**src/rtl/cache_pkg.sv**
```systemverilog
// Shared types and helpers for the cache store buffer.
// Holds default sizing, the reference entry layout and the byte-lane merge helper.
package cache_pkg;

    localparam int CACHE_SBUF_DEPTH_DEF = 4;
    localparam int CACHE_SBUF_AW_DEF    = 32;
    localparam int CACHE_SBUF_DW_DEF    = 32;
    localparam int CACHE_SBUF_BEW_DEF   = CACHE_SBUF_DW_DEF / 8;

    typedef struct packed {
        logic                          valid;
        logic [CACHE_SBUF_AW_DEF-1:0]  addr;
        logic [CACHE_SBUF_DW_DEF-1:0]  data;
        logic [CACHE_SBUF_BEW_DEF-1:0] be;
    } sbuf_entry_t;

    // One byte lane of a merge: returns {be, data}. New bytes win where enabled.
    function automatic logic [8:0] be_merge(
        input logic [7:0] old_data,
        input logic       old_be,
        input logic [7:0] new_data,
        input logic       new_be
    );
        logic [8:0] res;
        if (new_be) begin
            res = {1'b1, new_data};
        end else begin
            res = {old_be, old_data};
        end
        return res;
    endfunction

endpackage

```
**src/rtl/cache_sbuf_fwd.sv**
```systemverilog
// Store-to-load forwarding selector: per byte lane, the youngest valid entry
// whose address matches and whose byte enable is set supplies the byte.
module cache_sbuf_fwd #(
    parameter int DEPTH = 4,
    parameter int AW    = 32,
    parameter int DW    = 32
) (
    input  logic [$clog2(DEPTH)-1:0] head,
    input  logic                     ent_valid [DEPTH],
    input  logic [AW-1:0]            ent_addr  [DEPTH],
    input  logic [DW-1:0]            ent_data  [DEPTH],
    input  logic [DW/8-1:0]          ent_be    [DEPTH],
    input  logic [AW-1:0]            lk_addr,
    output logic [DW/8-1:0]          lk_mask,
    output logic [DW-1:0]            lk_data
);

    localparam int PW  = $clog2(DEPTH);
    localparam int BEW = DW / 8;

    logic [PW-1:0] idx_s;
    logic          hit_s;

    // Walk entries oldest to youngest from head so younger matches overwrite older ones.
    always_comb begin
        lk_mask = '0;
        lk_data = '0;
        idx_s   = '0;
        hit_s   = 1'b0;
        for (int k = 0; k < DEPTH; k++) begin
            idx_s = head + PW'(k);
            for (int b = 0; b < BEW; b++) begin
                hit_s = ent_valid[idx_s] && (ent_addr[idx_s] == lk_addr) && ent_be[idx_s][b];
                lk_mask[b]        = lk_mask[b] | hit_s;
                lk_data[8*b +: 8] = hit_s ? ent_data[idx_s][8*b +: 8] : lk_data[8*b +: 8];
            end
        end
    end

endmodule

```
**src/rtl/cache_store_buf.sv**
```systemverilog
// In-order store buffer with byte enables, valid/ready drain and RAW forwarding.
// Optional feature macro: CACHE_SBUF_COALESCE_EN (merge writes into the youngest entry).
module cache_store_buf
    import cache_pkg::*;
#(
    parameter int DEPTH = CACHE_SBUF_DEPTH_DEF,
    parameter int AW    = CACHE_SBUF_AW_DEF,
    parameter int DW    = CACHE_SBUF_DW_DEF
) (
    input  logic                   clk,
    input  logic                   rst,
    input  logic                   wr_valid,
    output logic                   wr_ready,
    input  logic [AW-1:0]          wr_addr,
    input  logic [DW-1:0]          wr_data,
    input  logic [DW/8-1:0]        wr_be,
    input  logic [AW-1:0]          lk_addr,
    output logic                   lk_hit,
    output logic [DW/8-1:0]        lk_mask,
    output logic [DW-1:0]          lk_data,
    output logic                   dr_valid,
    input  logic                   dr_ready,
    output logic [AW-1:0]          dr_addr,
    output logic [DW-1:0]          dr_data,
    output logic [DW/8-1:0]        dr_be,
    input  logic                   flush,
    output logic                   empty,
    output logic [$clog2(DEPTH):0] count
);

    localparam int BEW = DW / 8;
    localparam int PW  = $clog2(DEPTH);
    localparam int CW  = PW + 1;
    localparam logic [PW-1:0] PTR_ONE  = PW'(1);
    localparam logic [CW-1:0] CNT_ONE  = CW'(1);
    localparam logic [CW-1:0] CNT_FULL = CW'(DEPTH);

    // Same layout as cache_pkg::sbuf_entry_t, resized to this instance.
    typedef struct packed {
        logic           valid;
        logic [AW-1:0]  addr;
        logic [DW-1:0]  data;
        logic [BEW-1:0] be;
    } entry_t;

    entry_t         ent_r [DEPTH];
    logic [PW-1:0]  head_r;
    logic [PW-1:0]  tail_r;
    logic [CW-1:0]  count_r;
    logic [CW-1:0]  count_nxt_s;
    logic           full_s;
    logic           empty_s;
    logic           pop_s;
    logic           push_s;
    logic           alloc_s;
    logic           merge_hit_s;
    logic           ent_valid_s [DEPTH];
    logic [AW-1:0]  ent_addr_s  [DEPTH];
    logic [DW-1:0]  ent_data_s  [DEPTH];
    logic [BEW-1:0] ent_be_s    [DEPTH];

    assign full_s  = (count_r == CNT_FULL);
    assign empty_s = (count_r == '0);
    assign pop_s   = !empty_s && dr_ready;

`ifdef CACHE_SBUF_COALESCE_EN
    logic [PW-1:0]  young_s;
    logic [DW-1:0]  merged_data_s;
    logic [BEW-1:0] merged_be_s;
    logic           merge_s;

    assign young_s = tail_r - PTR_ONE;
    // A lone entry that is leaving this cycle cannot absorb the write.
    assign merge_hit_s = !empty_s && ent_r[young_s].valid && (ent_r[young_s].addr == wr_addr)
                         && !(pop_s && (count_r == CNT_ONE));
    assign merge_s = push_s && merge_hit_s;

    // Byte-lane merge of the incoming write over the youngest entry.
    always_comb begin
        merged_data_s = '0;
        merged_be_s   = '0;
        for (int b = 0; b < BEW; b++) begin
            {merged_be_s[b], merged_data_s[8*b +: 8]} =
                be_merge(ent_r[young_s].data[8*b +: 8], ent_r[young_s].be[b],
                         wr_data[8*b +: 8], wr_be[b]);
        end
    end
`else
    assign merge_hit_s = 1'b0;
`endif

    assign wr_ready = (!full_s || merge_hit_s) && !flush;
    assign push_s   = wr_valid && wr_ready;
    assign alloc_s  = push_s && !merge_hit_s;

    // Occupancy update.
    always_comb begin
        case ({alloc_s, pop_s})
            2'b10:   count_nxt_s = count_r + CNT_ONE;
            2'b01:   count_nxt_s = count_r - CNT_ONE;
            default: count_nxt_s = count_r;
        endcase
    end

    // Entry storage and pointers; head and tail never collide on a write.
    always_ff @(posedge clk) begin
        if (rst) begin
            for (int i = 0; i < DEPTH; i++) begin
                ent_r[i] <= '0;
            end
            head_r  <= '0;
            tail_r  <= '0;
            count_r <= '0;
        end else begin
            if (pop_s) begin
                ent_r[head_r].valid <= 1'b0;
                head_r              <= head_r + PTR_ONE;
            end
            if (alloc_s) begin
                ent_r[tail_r] <= '{valid: 1'b1, addr: wr_addr, data: wr_data, be: wr_be};
                tail_r        <= tail_r + PTR_ONE;
            end
`ifdef CACHE_SBUF_COALESCE_EN
            if (merge_s) begin
                ent_r[young_s].data <= merged_data_s;
                ent_r[young_s].be   <= merged_be_s;
            end
`endif
            count_r <= count_nxt_s;
        end
    end

    // Flatten entries for the forwarding selector.
    always_comb begin
        for (int i = 0; i < DEPTH; i++) begin
            ent_valid_s[i] = ent_r[i].valid;
            ent_addr_s[i]  = ent_r[i].addr;
            ent_data_s[i]  = ent_r[i].data;
            ent_be_s[i]    = ent_r[i].be;
        end
    end

    // Head entry drives the drain port; zero while empty.
    always_comb begin
        if (empty_s) begin
            dr_addr = '0;
            dr_data = '0;
            dr_be   = '0;
        end else begin
            dr_addr = ent_r[head_r].addr;
            dr_data = ent_r[head_r].data;
            dr_be   = ent_r[head_r].be;
        end
    end

    assign dr_valid = !empty_s;
    assign empty    = empty_s;
    assign count    = count_r;
    assign lk_hit   = |lk_mask;

    cache_sbuf_fwd #(
        .DEPTH (DEPTH),
        .AW    (AW),
        .DW    (DW)
    ) u_fwd (
        .head      (head_r),
        .ent_valid (ent_valid_s),
        .ent_addr  (ent_addr_s),
        .ent_data  (ent_data_s),
        .ent_be    (ent_be_s),
        .lk_addr   (lk_addr),
        .lk_mask   (lk_mask),
        .lk_data   (lk_data)
    );

endmodule

```
**config.mk**
```make
export PLATFORM = sky130hd
export DESIGN_NAME = cache_store_buf
export DESIGN_NICKNAME = d
export VERILOG_FILES = /design/src/rtl/cache_pkg.sv /design/src/rtl/cache_sbuf_fwd.sv /design/src/rtl/cache_store_buf.sv
export SDC_FILE = /design/constraint.sdc
export NUM_CORES = 1
export LEC_CHECK = 0
export CAP_MARGIN = 20
export CORE_ASPECT_RATIO = 0.8
export CORE_MARGIN = 3
export CORE_UTILIZATION = 55
export CTS_BUF_LIST = sky130_fd_sc_hd__clkbuf_4 sky130_fd_sc_hd__clkbuf_8 sky130_fd_sc_hd__clkbuf_16
export DETAILED_ROUTE_END_ITERATION = 8
export PLACE_DENSITY = 0.82
export SYNTH_ARGS = -nofsm -noshare
export SYNTH_HDL_FRONTEND = slang
export SYNTH_SLANG_ARGS = --single-unit
```
**constraint.sdc**
```tcl
create_clock -name clk -period 11 [get_ports clk]
set_input_delay 1.65 -clock clk [delete_from_list [all_inputs] [get_ports clk]]
set_output_delay 1.65 -clock clk [all_outputs]
set_load 0.05 [all_outputs]
```
==> impl_metrics.py <==
metrics = {
    "outcome": {
        "status": "finished, final reports clean",
    },
    "cts": {
        "cts_made_buffers": 31,
        "cts_tree": "built",
        "clkTransAtPathRegs_ns": 0.06,
        "postCtsSetupBuffers": 0,
        "clockRootBuffer": "clkbuf_16",
        "cts_resized": 0,
        "worstSkewPairLatency_ns": 0.58,
        "cts.sinks": 285,
        "postCtsHoldBufs": 0,
        "htree_levels": 1,
        "ctsLongestPathBuffers": 3,
    },
    "drt": {
        "drc_errors": 0,
        "first_iter_violations": 2789,
        "vias": 17915,
        "drtAntennaViolNets": 0,
        "wl_per_cell_um": 27.6,
        "routed_wl_um": 70200,
        "drt_pass1_iterations": 8,
        "via_per_inst": 7.04,
    },
    "final_layout": {
        "drive_gt1_share_pct": 16.1,
        "final_util_pct": 64.5,
        "antenna_cells": 0,
        "syn2layout_area_growth_pct": 14.8,
        "fin_cells": 2544,
        "fin_area_um2": 24900,
        "nets": 2103,
    },
    "power": {
        "power_mw": 4.79,
        "leakagePower_nw": 8.83,
        "power_per_cell_area_nw_per_um2": 193,
        "peakVddDrop_v": 0.000219,
    },
    "die": {
        "core-area_um2": 38600,
        "die_x_um": 228,
        "dieArea_um2": 41800,
        "die_h_um": 184,
        "rows": 64,
        "ios": 216,
        "start_util_pct": 56.2,
    },
    "synthesis": {
        "ys_ff_latch": 285,
        "synth_top_area_share_pct": 37.7,
        "syn_nets": 2022,
        "syn_area_um2": 21700,
        "synth-seq-area-share_pct": 38.9,
        "synthTopCellsByCount": "and3_1, edfxtp_1, mux2i_1",
        "synth_area_leaders": "edfxtp_1, mux4_2, and3_1, mux2i_1, xnor2_1",
        "ys_types": 70,
        "synth_area_leader_cell": "edfxtp_1",
        "avgSynthCellArea_um2": 11.3,
        "async_reset_ff_share_pct": 0,
        "syn_inst": 1911,
        "yosysMostFrequentCell": "and3_1",
        "yosysWarnings": 0,
        "synth-edff-count": 272,
        "synthFlopType": "edfxtp_1",
    },
    "setup_path": {
        "crit_arrival_ns": 7.04,
        "crit_chain": "buf_4, mux2i_1, mux2i_1, xor2_1, or4_1, or4_1, a2111oi_4, o2111ai_1, a222oi_1, clkdlybuf4s50_1",
        "start_kind": "flop",
        "slowest_stage": "or4_1",
        "cp_max_fo": 59,
        "end_kind": "output pin",
        "crit_path_max_incr_delay_ns": 0.99,
        "path_class": "reg -> out",
        "crit_required_ns": 9.35,
    },
    "global_routing": {
        "grt_pass1_wl_um": 105000,
        "grt_pass1_vias": 17190,
        "grt_max_degree": 126,
        "grt_overflow": 0,
        "antenna_found_initial": 8,
        "grt_usage_pct": 32.5,
    },
    "placed_design": {
        "pre_cts_ws_ns": 2.92,
        "io_buffers": 215,
        "hpwl_um": 45800,
        "placed_area_um2": 23900,
        "dp_cells": 2484,
        "place_congestion": 1.05,
    },
    "timing": {
        "fmax_mhz": 115,
        "fin_worst_skew_ns": 0.0112,
        "rsz0062_at_grt": "false",
        "tightest_slew_ns": 1.10,
        "fin_crit_ns": 8.69,
        "setup_tns_ns": 0,
        "setup_ws_ns": 2.31,
        "setup_viol": 0,
        "slew_violations": 0,
        "finalHoldViolations": 0,
        "relSlewSlack_pct": 24.6,
        "fin_crit_sh_pct": 79.0,
        "whs_ns": 0.522,
    },
    "worst_hold_path": {
        "min_path_type": "reg -> reg",
    },
    "run": {
        "maxCapViolCount": 0,
    },
}
## power by group
group / internal (mW) / switching, mW / total (mW)
registers: 1.26 / 0.152 / 1.41
logic: 0.979 / 1.39 / 2.37
clock network: 0.577 / 0.438 / 1.01
## placed cells by master (no fill, tap or decap), drive strengths merged, types with 4 or more instances in the layout
cell type,n
nand2,118
clkbuf,45
nand2b,4
a2111oi,8
mux2i,167
or2,8
o22ai,5
xnor2,111
clkdlybuf4s50,215
ha,5
a221oi,5
nand3,8
nor4,12
nor3,46
xor2,20
a21oi,44
or4,15
buf,29
o2111ai,18
mux2,71
o32ai,6
a32oi,4
mux4,142
nand4,15
and3,274
clkinv,11
o211ai,4
and2,74
edfxtp,272
inv,27
or3,6
nor2,31
a222oi,32
o21ai,96
a31oi,18
dfxtp,13
## routing by layer
layer	share of wire (%)	vias up	track usage (%)
met3	12	219	7.33
met5	0.15	-	0
li1	-	7622	-
met1	40	8789	45.9
met4	3.5	16	10.7
met2	45	1269	50.4
## worst max-delay path: cells and delay by family (launching register included)
family                 cells  cell delay (ns)
multiplexers               2             0.62
flip-flops                 1             0.96
AO/OA/AOI/OAI              3             1.69
AND/OR/NAND/NOR            2             1.53
buffers and inverters      2             1.46
XOR/XNOR                   1             0.18
## logic make-up (layout without fill, tap and decap cells)
family / count (synthesis) / after routing / synth area share, %
DFF: 285 / 285 / 38.9
and+or+nand+nor: 621 / 621 / 16.2
adders and majority gates: 6 / 6 / 0.381
muxes: 380 / 380 / 26.2
buffers and inverters: 224 / 329 / 4.69
xor gates and xnor gates: 131 / 131 / 5.29
AOI/OAI and AO/OA: 264 / 264 / 8.42
## area by class of cell
class                      count  area (um2)
sequential                   285        8440
inverter                      26        97.6
clock buffer                  43         878
fill                        2946       13700
multi-input combinational   1402       12300
clock inverter                14        90.1
timing repair buffer         246        2400
tap                          528         661
## sequential cells by signal, indices dropped and copies added, names as in the netlist, named ones only
| name | cells |
|---|---|
| count | 3 |
| head_r | 2 |
| tail_r | 2 |
| ent_r | 276 |
## path summary, 6_finish.rpt
check                                     to  startpoint  cells after the start  slack (ns)
worst max-delay path              lk_data[5]   head_r[0]                     10        2.31
worst min-delay path                count[2]    count[2]                      2        0.52
worst max register to register  ent_r[3][59]    count[0]                      8        7.32
worst min register to register      count[2]    count[2]                      2        0.52
No activity file was read; power rests on OpenSTA's default activity.
